--- src/rtl/alarm_controller_pkg.sv ---
// Shared types and helpers for the alarm controller: FSM state encoding and the
// BCD time-field layout {HH, MM, SS, FF}.
package alarm_controller_pkg;

  typedef enum logic [1:0] {
    StIdle    = 2'd0,
    StRinging = 2'd1,
    StSnooze  = 2'd2
  } state_e;

  // HH [31:24], MM [23:16], SS [15:8], FF [7:0]; FF takes no part in the compare
  localparam int unsigned HhMsb = 31;
  localparam int unsigned SsLsb = 8;

  // True when HH:MM:SS and the PM flag agree; hundredths are ignored
  function automatic logic time_match(input logic [31:0] clock_time, input logic clock_pm,
                                      input logic [31:0] alarm_time, input logic alarm_pm);
    return (clock_time[HhMsb:SsLsb] == alarm_time[HhMsb:SsLsb]) && (clock_pm == alarm_pm);
  endfunction

endpackage

--- src/rtl/alarm_controller_tick_generator.sv ---
// Modulo-DIVIDE counter: o_Tick is high for the last cycle of each interval and
// o_Count exposes the phase within the interval. i_Clear restarts the interval.
module alarm_controller_tick_generator #(
  parameter int unsigned DIVIDE = 2,
  localparam int unsigned CountW = (DIVIDE > 1) ? $clog2(DIVIDE) : 1
) (
  input  logic              i_Clk,
  input  logic              i_Reset,
  input  logic              i_Clear,
  output logic              o_Tick,
  output logic [CountW-1:0] o_Count
);

  logic [CountW-1:0] count_q;

  assign o_Tick  = (count_q == CountW'(DIVIDE - 1));
  assign o_Count = count_q;

  // Phase counter, wraps on the terminal count
  always_ff @(posedge i_Clk) begin
    if (i_Reset || i_Clear) begin
      count_q <= '0;
    end else if (o_Tick) begin
      count_q <= '0;
    end else begin
      count_q <= count_q + CountW'(1);
    end
  end

endmodule

--- src/rtl/alarm_controller.sv ---
// Alarm ring/snooze controller: compares current time against the alarm setting,
// sequences IDLE/RINGING/SNOOZE and drives a cadenced buzzer tone.
module alarm_controller
  import alarm_controller_pkg::*;
#(
  parameter int unsigned CLK_HZ         = 5_000_000,
  parameter int unsigned TONE_HZ        = 2_000,
  parameter int unsigned RING_TIMEOUT_S = 60,
  parameter int unsigned SNOOZE_S       = 540,
  parameter int unsigned MAX_SNOOZES    = 3
) (
  input  logic        i_Clk_5MHz,
  input  logic        i_Reset,
  input  logic [31:0] i_Clock_Time,
  input  logic        i_Clock_PM,
  input  logic [31:0] i_Alarm_Time,
  input  logic        i_Alarm_PM,
  input  logic        i_Alarm_Enable,
  input  logic        i_Snooze,
  input  logic        i_Stop,
  output logic        o_Ringing,
  output logic        o_Snoozing,
  output logic        o_Buzzer,
  output logic [1:0]  o_Snooze_Count
);

  localparam int unsigned ToneDiv = CLK_HZ / (2 * TONE_HZ);
  localparam int unsigned PrescW  = (CLK_HZ > 1) ? $clog2(CLK_HZ) : 1;
  localparam int unsigned ToneW   = (ToneDiv > 1) ? $clog2(ToneDiv) : 1;
  localparam int unsigned SecMax  = (SNOOZE_S > RING_TIMEOUT_S) ? SNOOZE_S : RING_TIMEOUT_S;
  localparam int unsigned SecW    = $clog2(SecMax + 1);

  state_e            state_q, state_d;
  logic              match, match_q, trigger;
  logic              state_entry;
  logic              sec_tick;
  logic [PrescW-1:0] presc_count;
  logic              tone_tick, tone_q;
  logic [ToneW-1:0]  unused_tone_count;
  logic              unused_ff;
  logic [SecW-1:0]   sec_q, sec_next;
  logic              ring_expired, snooze_expired;
  logic [1:0]        snooze_cnt_q;
  logic              can_snooze, cadence;

  assign unused_ff = ^{i_Clock_Time[7:0], i_Alarm_Time[7:0]};

  assign match   = time_match(i_Clock_Time, i_Clock_PM, i_Alarm_Time, i_Alarm_PM);
  // Rising edge of the match gives exactly one trigger per matching second
  assign trigger = match && !match_q;

  // Second counter saturates; expiry looks at the value about to be registered so the
  // state leaves on the very tick that completes the interval
  assign sec_next       = (sec_q == '1) ? sec_q : sec_q + SecW'(1);
  assign ring_expired   = sec_tick && (sec_next == SecW'(RING_TIMEOUT_S));
  assign snooze_expired = sec_tick && (sec_next == SecW'(SNOOZE_S));

  assign can_snooze  = (snooze_cnt_q < 2'(MAX_SNOOZES));
  assign cadence     = (presc_count < PrescW'(CLK_HZ / 2));
  assign state_entry = (state_d != state_q);

  alarm_controller_tick_generator #(
    .DIVIDE (CLK_HZ)
  ) u_second_tick (
    .i_Clk   (i_Clk_5MHz),
    .i_Reset (i_Reset),
    .i_Clear (state_entry),
    .o_Tick  (sec_tick),
    .o_Count (presc_count)
  );

  alarm_controller_tick_generator #(
    .DIVIDE (ToneDiv)
  ) u_tone_tick (
    .i_Clk   (i_Clk_5MHz),
    .i_Reset (i_Reset),
    .i_Clear (1'b0),
    .o_Tick  (tone_tick),
    .o_Count (unused_tone_count)
  );

  // Next-state decode; priority is disable > stop > snooze > interval expiry
  always_comb begin
    state_d = state_q;
    case (state_q)
      StIdle: begin
        if (trigger && i_Alarm_Enable) state_d = StRinging;
      end
      StRinging: begin
        if (!i_Alarm_Enable)              state_d = StIdle;
        else if (i_Stop)                  state_d = StIdle;
        else if (i_Snooze && can_snooze)  state_d = StSnooze;
        else if (ring_expired)            state_d = StIdle;
      end
      StSnooze: begin
        if (!i_Alarm_Enable)              state_d = StIdle;
        else if (i_Stop)                  state_d = StIdle;
        else if (snooze_expired)          state_d = StRinging;
      end
      default: state_d = StIdle;
    endcase
  end

  // Elapsed seconds in the current state, restarted on every state entry
  always_ff @(posedge i_Clk_5MHz) begin
    if (i_Reset || state_entry) begin
      sec_q <= '0;
    end else if (sec_tick) begin
      sec_q <= sec_next;
    end
  end

  // Buzzer square wave, free-running from reset
  always_ff @(posedge i_Clk_5MHz) begin
    if (i_Reset) begin
      tone_q <= 1'b0;
    end else if (tone_tick) begin
      tone_q <= ~tone_q;
    end
  end

  // FSM state, match history, snooze count and registered status outputs
  always_ff @(posedge i_Clk_5MHz) begin
    if (i_Reset) begin
      state_q        <= StIdle;
      match_q        <= 1'b0;
      snooze_cnt_q   <= '0;
      o_Ringing      <= 1'b0;
      o_Snoozing     <= 1'b0;
      o_Buzzer       <= 1'b0;
      o_Snooze_Count <= '0;
    end else begin
      state_q <= state_d;
      match_q <= match;
      if (state_d == StIdle) begin
        snooze_cnt_q <= '0;
      end else if ((state_q == StRinging) && (state_d == StSnooze)) begin
        snooze_cnt_q <= snooze_cnt_q + 2'd1;
      end
      o_Ringing      <= (state_q == StRinging);
      o_Snoozing     <= (state_q == StSnooze);
      o_Buzzer       <= tone_q && cadence && (state_q == StRinging);
      o_Snooze_Count <= snooze_cnt_q;
    end
  end

endmodule

--- config.mk ---
export PLATFORM = sky130hd
export DESIGN_NAME = alarm_controller
export DESIGN_NICKNAME = d
export VERILOG_FILES = /design/src/rtl/alarm_controller_pkg.sv /design/src/rtl/alarm_controller_tick_generator.sv /design/src/rtl/alarm_controller.sv
export SDC_FILE = /design/constraint.sdc
export NUM_CORES = 1
export LEC_CHECK = 0
export CAP_MARGIN = 20
export CORE_MARGIN = 2
export CORE_UTILIZATION = 54
export CTS_CLUSTER_SIZE = 24
export DETAILED_ROUTE_END_ITERATION = 6
export HOLD_SLACK_MARGIN = 0.1
export PLACE_DENSITY = 0.83
export SETUP_SLACK_MARGIN = 0.02
export SLEW_MARGIN = 30
export SYNTH_ARGS = -nofsm -noshare
export SYNTH_HDL_FRONTEND = slang
export SYNTH_SLANG_ARGS = --single-unit
--- constraint.sdc ---
create_clock -name i_Clk_5MHz -period 5.87 [get_ports i_Clk_5MHz]
set_clock_uncertainty 0.1 [all_clocks]
set_input_delay 0.8805 -clock i_Clk_5MHz [delete_from_list [all_inputs] [get_ports i_Clk_5MHz]]
set_output_delay 0.8805 -clock i_Clk_5MHz [all_outputs]
set_load 0.01 [all_outputs]
Word level (Yosys, flattened, before mapping). Index checks and enable logic that the tools add are counted. W data, S select, Z words.

Bits of input ports: 71. Memories: 0. Output and inout bits: 5. Latch bits: 0. Flip-flop bits (word level): 55. RAM bits: 0. Bits in read-only memories: 0.

Bitwise operators: 1. Equal/unequal tests: 11. Shifts and indexed selects: 0. Div/mod/pow operators: 0. Order comparisons: 2. $add $sub $neg: 4. Reductions and logical operators: 16. Muxes and demuxes: 10. $mul: 0.

Operators by type and width (count): $eq A24 B24 Y1 (1); $add A23 B1 Y23 const B (1); $eq A23 B23 Y1 const B (1); $lt A23 B22 Y1 const B (1); $eq A10 B10 Y1 const B (2); $mux W2 (8); $add A11 B1 Y11 const B (1); $eq A11 B11 Y1 const B (1); $add A10 B1 Y10 const B (1); $eq A10 B6 Y1 const B (1); $mux W10 (1); $logic_and A1 B1 Y1 (9); $pmux W2 S3 (1); $reduce_or A2 Y1 (3); $eq A2 B2 Y1 const B (2); $logic_not A2 Y1 (2); $add A2 B1 Y2 const B (1); $eq A2 B1 Y1 const B (1); $lt A2 B2 Y1 const B (1); $ne A2 B2 Y1 (1); $eq A1 B1 Y1 (1); $logic_not A1 Y1 (1); $logic_or A1 B1 Y1 (1); $not A1 Y1 (1).

Logic depth before layout (Yosys ltp).
Depth in word-level cells: 12. Depth in mapped cells: 11. Gate-level depth less buffers: 8.

Cells and area by module. From an unflattened synthesis, not the netlist that was laid out.

Cell total of the unflattened synthesis: 371. Area, all modules: 3270.6 sq um.

Modules (own cells, without submodules): alarm_controller (area each 1619.1 sq um, times used 1, seq. area each 420.4 sq um, cells an instance 189); alarm_controller_tick_generator at u_second_tick (area each 1126.1 sq um, times used 1, seq. area each 460.4 sq um, cells an instance 125); alarm_controller_tick_generator at u_tone_tick (area each 525.5 sq um, times used 1, seq. area each 220.2 sq um, cells an instance 57).

Worst setup path after synthesis. No wires, ideal clock.

Kind: reg-to-reg. Start: register sec_q[0]. End: register u_second_tick.count_q[6], in the netlist u_second_tick.o_Count[6]. Stages on the path, launching flop included: 11. Setup slack: 3.012 ns. Data arrival time: 2.632 ns. Data required time: 5.644 ns. Period minus slack after synthesis: 2.858 ns. Cell sequence: dfxtp_1 -> ha_1 -> nand3_1 -> or4_1 -> buf_2 -> mux2i_1 -> nor4b_2 -> a31oi_4 -> a22oi_4 -> buf_6 -> nor4b_4.

Cells in the longest elaborated chain, start to end: 12.

RTL lines: start, declared (RTL line alarm_controller.sv:41) `logic [SecW-1:0] sec_q, sec_next;`; start signal, assigned (RTL line alarm_controller.sv:109) `sec_q <= sec_next;`; $add A10 B1 Y10 / $eq A10 B10 Y1 (equally long branches) (RTL line alarm_controller.sv:54) `assign sec_next = (sec_q == '1) ? sec_q : sec_q + SecW'(1);`; $mux W10 * (RTL line alarm_controller.sv:54); $eq A10 B6 Y1 (RTL line alarm_controller.sv:55) `assign ring_expired = sec_tick && (sec_next == SecW'(RING_TIMEOUT_S));`; $logic_and A1 B1 Y1 (RTL line alarm_controller.sv:55); $mux W2 (RTL line alarm_controller.sv:93) `else if (ring_expired) state_d = StIdle;`; $mux W2 (RTL line alarm_controller.sv:92) `else if (i_Snooze && can_snooze) state_d = StSnooze;`; $mux W2 (RTL line alarm_controller.sv:91) `else if (i_Stop) state_d = StIdle;`; $mux W2 (RTL line alarm_controller.sv:90) `if (!i_Alarm_Enable) state_d = StIdle;`; $pmux W2 S3 * (RTL line alarm_controller.sv:85) `case (state_q)`; $ne A2 B2 Y1 * (RTL line alarm_controller.sv:60) `assign state_entry = (state_d != state_q);`; $logic_or A1 B1 Y1 * (RTL line alarm_controller_tick_generator.sv:21) `if (i_Reset || i_Clear) begin`; $reduce_or A2 Y1 (no source line) *; end signal, assigned (RTL line alarm_controller_tick_generator.sv:26) `count_q <= count_q + CountW'(1);`; end, declared (RTL line alarm_controller_tick_generator.sv:14) `logic [CountW-1:0] count_q;`.

Every way passes the cells marked *; elsewhere a longest branch is shown, timed or not. A chain may end at the register's enable or synchronous reset.

Final worst setup path.
Start: register sec_q[0]. End: register sec_q[6].

Cells in the longest elaborated chain, start to end: 11.

RTL lines: $add A10 B1 Y10 / $eq A10 B10 Y1 (equally long branches) (RTL line alarm_controller.sv:54); $mux W10 * (RTL line alarm_controller.sv:54); $eq A10 B6 Y1 (RTL line alarm_controller.sv:55); $logic_and A1 B1 Y1 (RTL line alarm_controller.sv:55); $mux W2 (RTL line alarm_controller.sv:93); $mux W2 (RTL line alarm_controller.sv:92); $mux W2 (RTL line alarm_controller.sv:91); $mux W2 (RTL line alarm_controller.sv:90); $pmux W2 S3 (RTL line alarm_controller.sv:85); $ne A2 B2 Y1 (RTL line alarm_controller.sv:60); $logic_or A1 B1 Y1 (RTL line alarm_controller.sv:106) `if (i_Reset || state_entry) begin`.

Marked as above.

==> reports/qor.yml <==
crit_type: "reg -> reg"
syn_inst: 387
cts.clk_slew.worst_paths_ns: 0.10
p_leak_nw: 1.52
routed.top_layer: "met4"
grt_max_degree: 34
gp_congestion: 0.829
status: "completed"
final_common_cell: "clkdlybuf4s50_1"
setup_viol: 0
slowest_stage: "a22oi_4"
slew_viol_final: 0
cp-start-kind: "register"
core_area_um2: 5820
tritoncts: "built"
dpl_cell_area_um2: 3790
numCtsBuffers: 5
synthArstFlopShare_pct: 0
synth_area_leaders: "dfxtp_1 34%, xor2_1 11%, nor2_1 6.8%, nand2_1 5.7%, xnor2_1 5.2%"
cp_cell_sequence: "ha_1, nand3_1, or4_1, mux2i_1, nor4b_2, a31oi_4, a22oi_4, nor2_1"
hold_ws_ns: 0.388
vias: 2761
layout_setup_ws_ns: 2.25
antenna_cells: 0
nFillCells: 488
die_w_um: 81.0
cp-end-kind: "register"
htreeDepth: 2
area_delta_synth_final_pct: 21.1
yosysSeqAreaShare_pct: 34.3
max_stage_delay_ns: 0.83
arrival_ns: 3.69
crit_end: "sec_q[6]"
post_cts_buffers: 0
min_period_over_period_pct: 61.8
drc: 0
dieArea_um2: 6570
grt_pass1_vias: 2694
synth.distinct_cells: 56
ant_nets: 0
wl_met2_um: 3350
layout.cells.non_filler: 511
grt_pass1_wl_um: 11400
fmax_mhz: 276
boundaryPins: 76
avgRoutedWirePerCell_um: 12.9
routed_wl_um: 6610
reg2reg_to: "sec_q[6]"
r2r_cells: 8
required_ns: 5.94
post_cts_resized: 0
switching_power_mw: 0.160
antenna_found_initial: 0
fin_util_pct: 66.7
period_needed_ns: 3.62
layout.nets: 511
synth_top_area_share_pct: 34.3
final_cell_mix: "59 x clkdlybuf4s50_1, 58 x nor2_1, 55 x dfxtp_1"
hold_buffers: 0
cts_buffer_depth: 2
power_mw: 0.668
finalHoldViolCount: 0
powerDensity_nw_per_um2: 172
clock_sinks: 55
place_inst: 503
final_layout_size_suffix_gt1_share_pct: 5.05
synth-seq-cells: 55
cts_root_buffer: "clkbuf_8"
wl_met1_um: 2860
start_util_pct: 55.1
p_int_mw: 0.508
ys_warn_count: 0
clock_latency_ns: 0.32
slew_headroom_pct: 37.1
dr.pass1.iters: 4
synth_edf_count: 0
synth.avg_cell_area_um2: 8.28
hp-class: "reg -> reg"
crit_fanout: 33
port_buffers: 59
p_clk_share_pct: 32.8
via_per_inst: 5.40
finalInstanceArea_um2: 3880
ir_drop_v: 0.000157
row_count: 28
drt_iter0_markers: 166
rsz0062_at_grt: "false"
grt_usage_pct: 21.5
worstMarginPinSlew_ns: 0.943
p_seq_share_pct: 56.9
dieHeight_um: 81.0
yosysTopAreaCell: "dfxtp_1"
synth.net_count: 463
grt_overflow: 0
dp_hpwl_um: 4920
fin_setup_tns_ns: 0
p_comb_share_pct: 10.4
switching_share_pct: 24.0
synthFlopType: "dfxtp_1"
synth_area_um2: 3210
critPathLaunch: "sec_q[0]"
rrSetupSlack_ns: 2.25
met3_length_um: 299
pre_cts_ws_ns: 2.24
cap_violations: 0
rr_startpoint: "sec_q[0]"
==> Yosys cell counts, types with 4 or more instances <==
cell      count
a21oi_1       7
xor2_1       41
nand3b_1      4
a31oi_1       6
nor4b_1       4
nand4_1      12
dfxtp_1      55
o21ai_0       5
buf_2         7
clkbuf_1      5
nor2_1       58
xnor2_1      19
ha_1          5
and3_1        6
nor4_1        9
nor2b_1       5
nand2_1      49
nand3_1      22
nor3_1        7
inv_1        10
buf_6         5
==> power by group through the flow <==
stage / combinational, mW / clock, mW / sequential, mW
3_5_place_dp: 0.0695 / 0 / 0.389
3_3_place_gp: 0.0674 / 0 / 0.388
5_1_grt: 0.0756 / 0.238 / 0.381
4_1_cts: 0.0698 / 0.224 / 0.380
6_report: 0.0694 / 0.219 / 0.380
2_1_floorplan: 0.0255 / 0 / 0.388
==> state kept, by name, summed over array words and instances (netlist names) <==
signal	cells
o_Ringing	1
u_tone_tick.o_Count	11
o_Snooze_Count	2
sec_q	10
state_q	2
o_Buzzer	1
snooze_cnt_q	2
tone_q	1
o_Snoozing	1
u_second_tick.o_Count	23
match_q	1
==> critical path, delay by kind of cell (launching register included) <==
family	cells	cell delay [ns]
AND/OR/NAND/NOR	4	1.39
AO/OA/AOI/OAI	2	1.02
flip-flops	1	0.44
adder cells (fa/ha/maj)	1	0.34
multiplexers	1	0.18
==> routing by layer <==
| metal | global-route usage (%) | vias up |
|---|---|---|
| li1 | - | 1419 |
| met1 | 25.2 | 1270 |
| met2 | 39.2 | 58 |
| met3 | 3.89 | 14 |
| met4 | 7.12 | 0 |
| met5 | 0 | - |
==> logic make-up (layout without fill, tap and decap cells) <==
family / count (synthesis) / count (layout) / synth area share (%)
simple gates: 201 / 201 / 33.2
xor+xnor: 60 / 60 / 16.4
flops: 55 / 55 / 34.3
compound gates: 34 / 34 / 8.00
buf+inv: 28 / 77 / 4.84
fa+ha+maj: 5 / 5 / 1.95
mux: 4 / 4 / 1.29
==> area by class of cell <==
type                            instances  area (µm²)  area share (%)
Timing Repair Buffer                   59         591            15.2
Tap cell                               75        93.8            2.42
Clock inverter                          3        23.8           0.613
Sequential cell                        55        1100            28.4
Multi-Input combinational cell        304        1970            50.6
Inverter                               10        37.5           0.967
Clock buffer                            5        68.8            1.77
==> worst min path at each step <==
| stage | from | endpoint | cells past startpoint |
|---|---|---|---|
| 2_1_floorplan | u_tone_tick.o_Count[0] | u_tone_tick.o_Count[0] | 1 |
| 3_3_place_gp | u_tone_tick.o_Count[0] | u_tone_tick.o_Count[0] | 1 |
| 3_5_place_dp | u_tone_tick.o_Count[0] | u_tone_tick.o_Count[0] | 1 |
| 4_1_cts | u_tone_tick.o_Count[0] | u_tone_tick.o_Count[0] | 1 |
| 5_1_grt | u_tone_tick.o_Count[0] | u_tone_tick.o_Count[0] | 1 |
| 6_report | u_tone_tick.o_Count[0] | u_tone_tick.o_Count[0] | 1 |
Power figures use the tool's default switching activity.
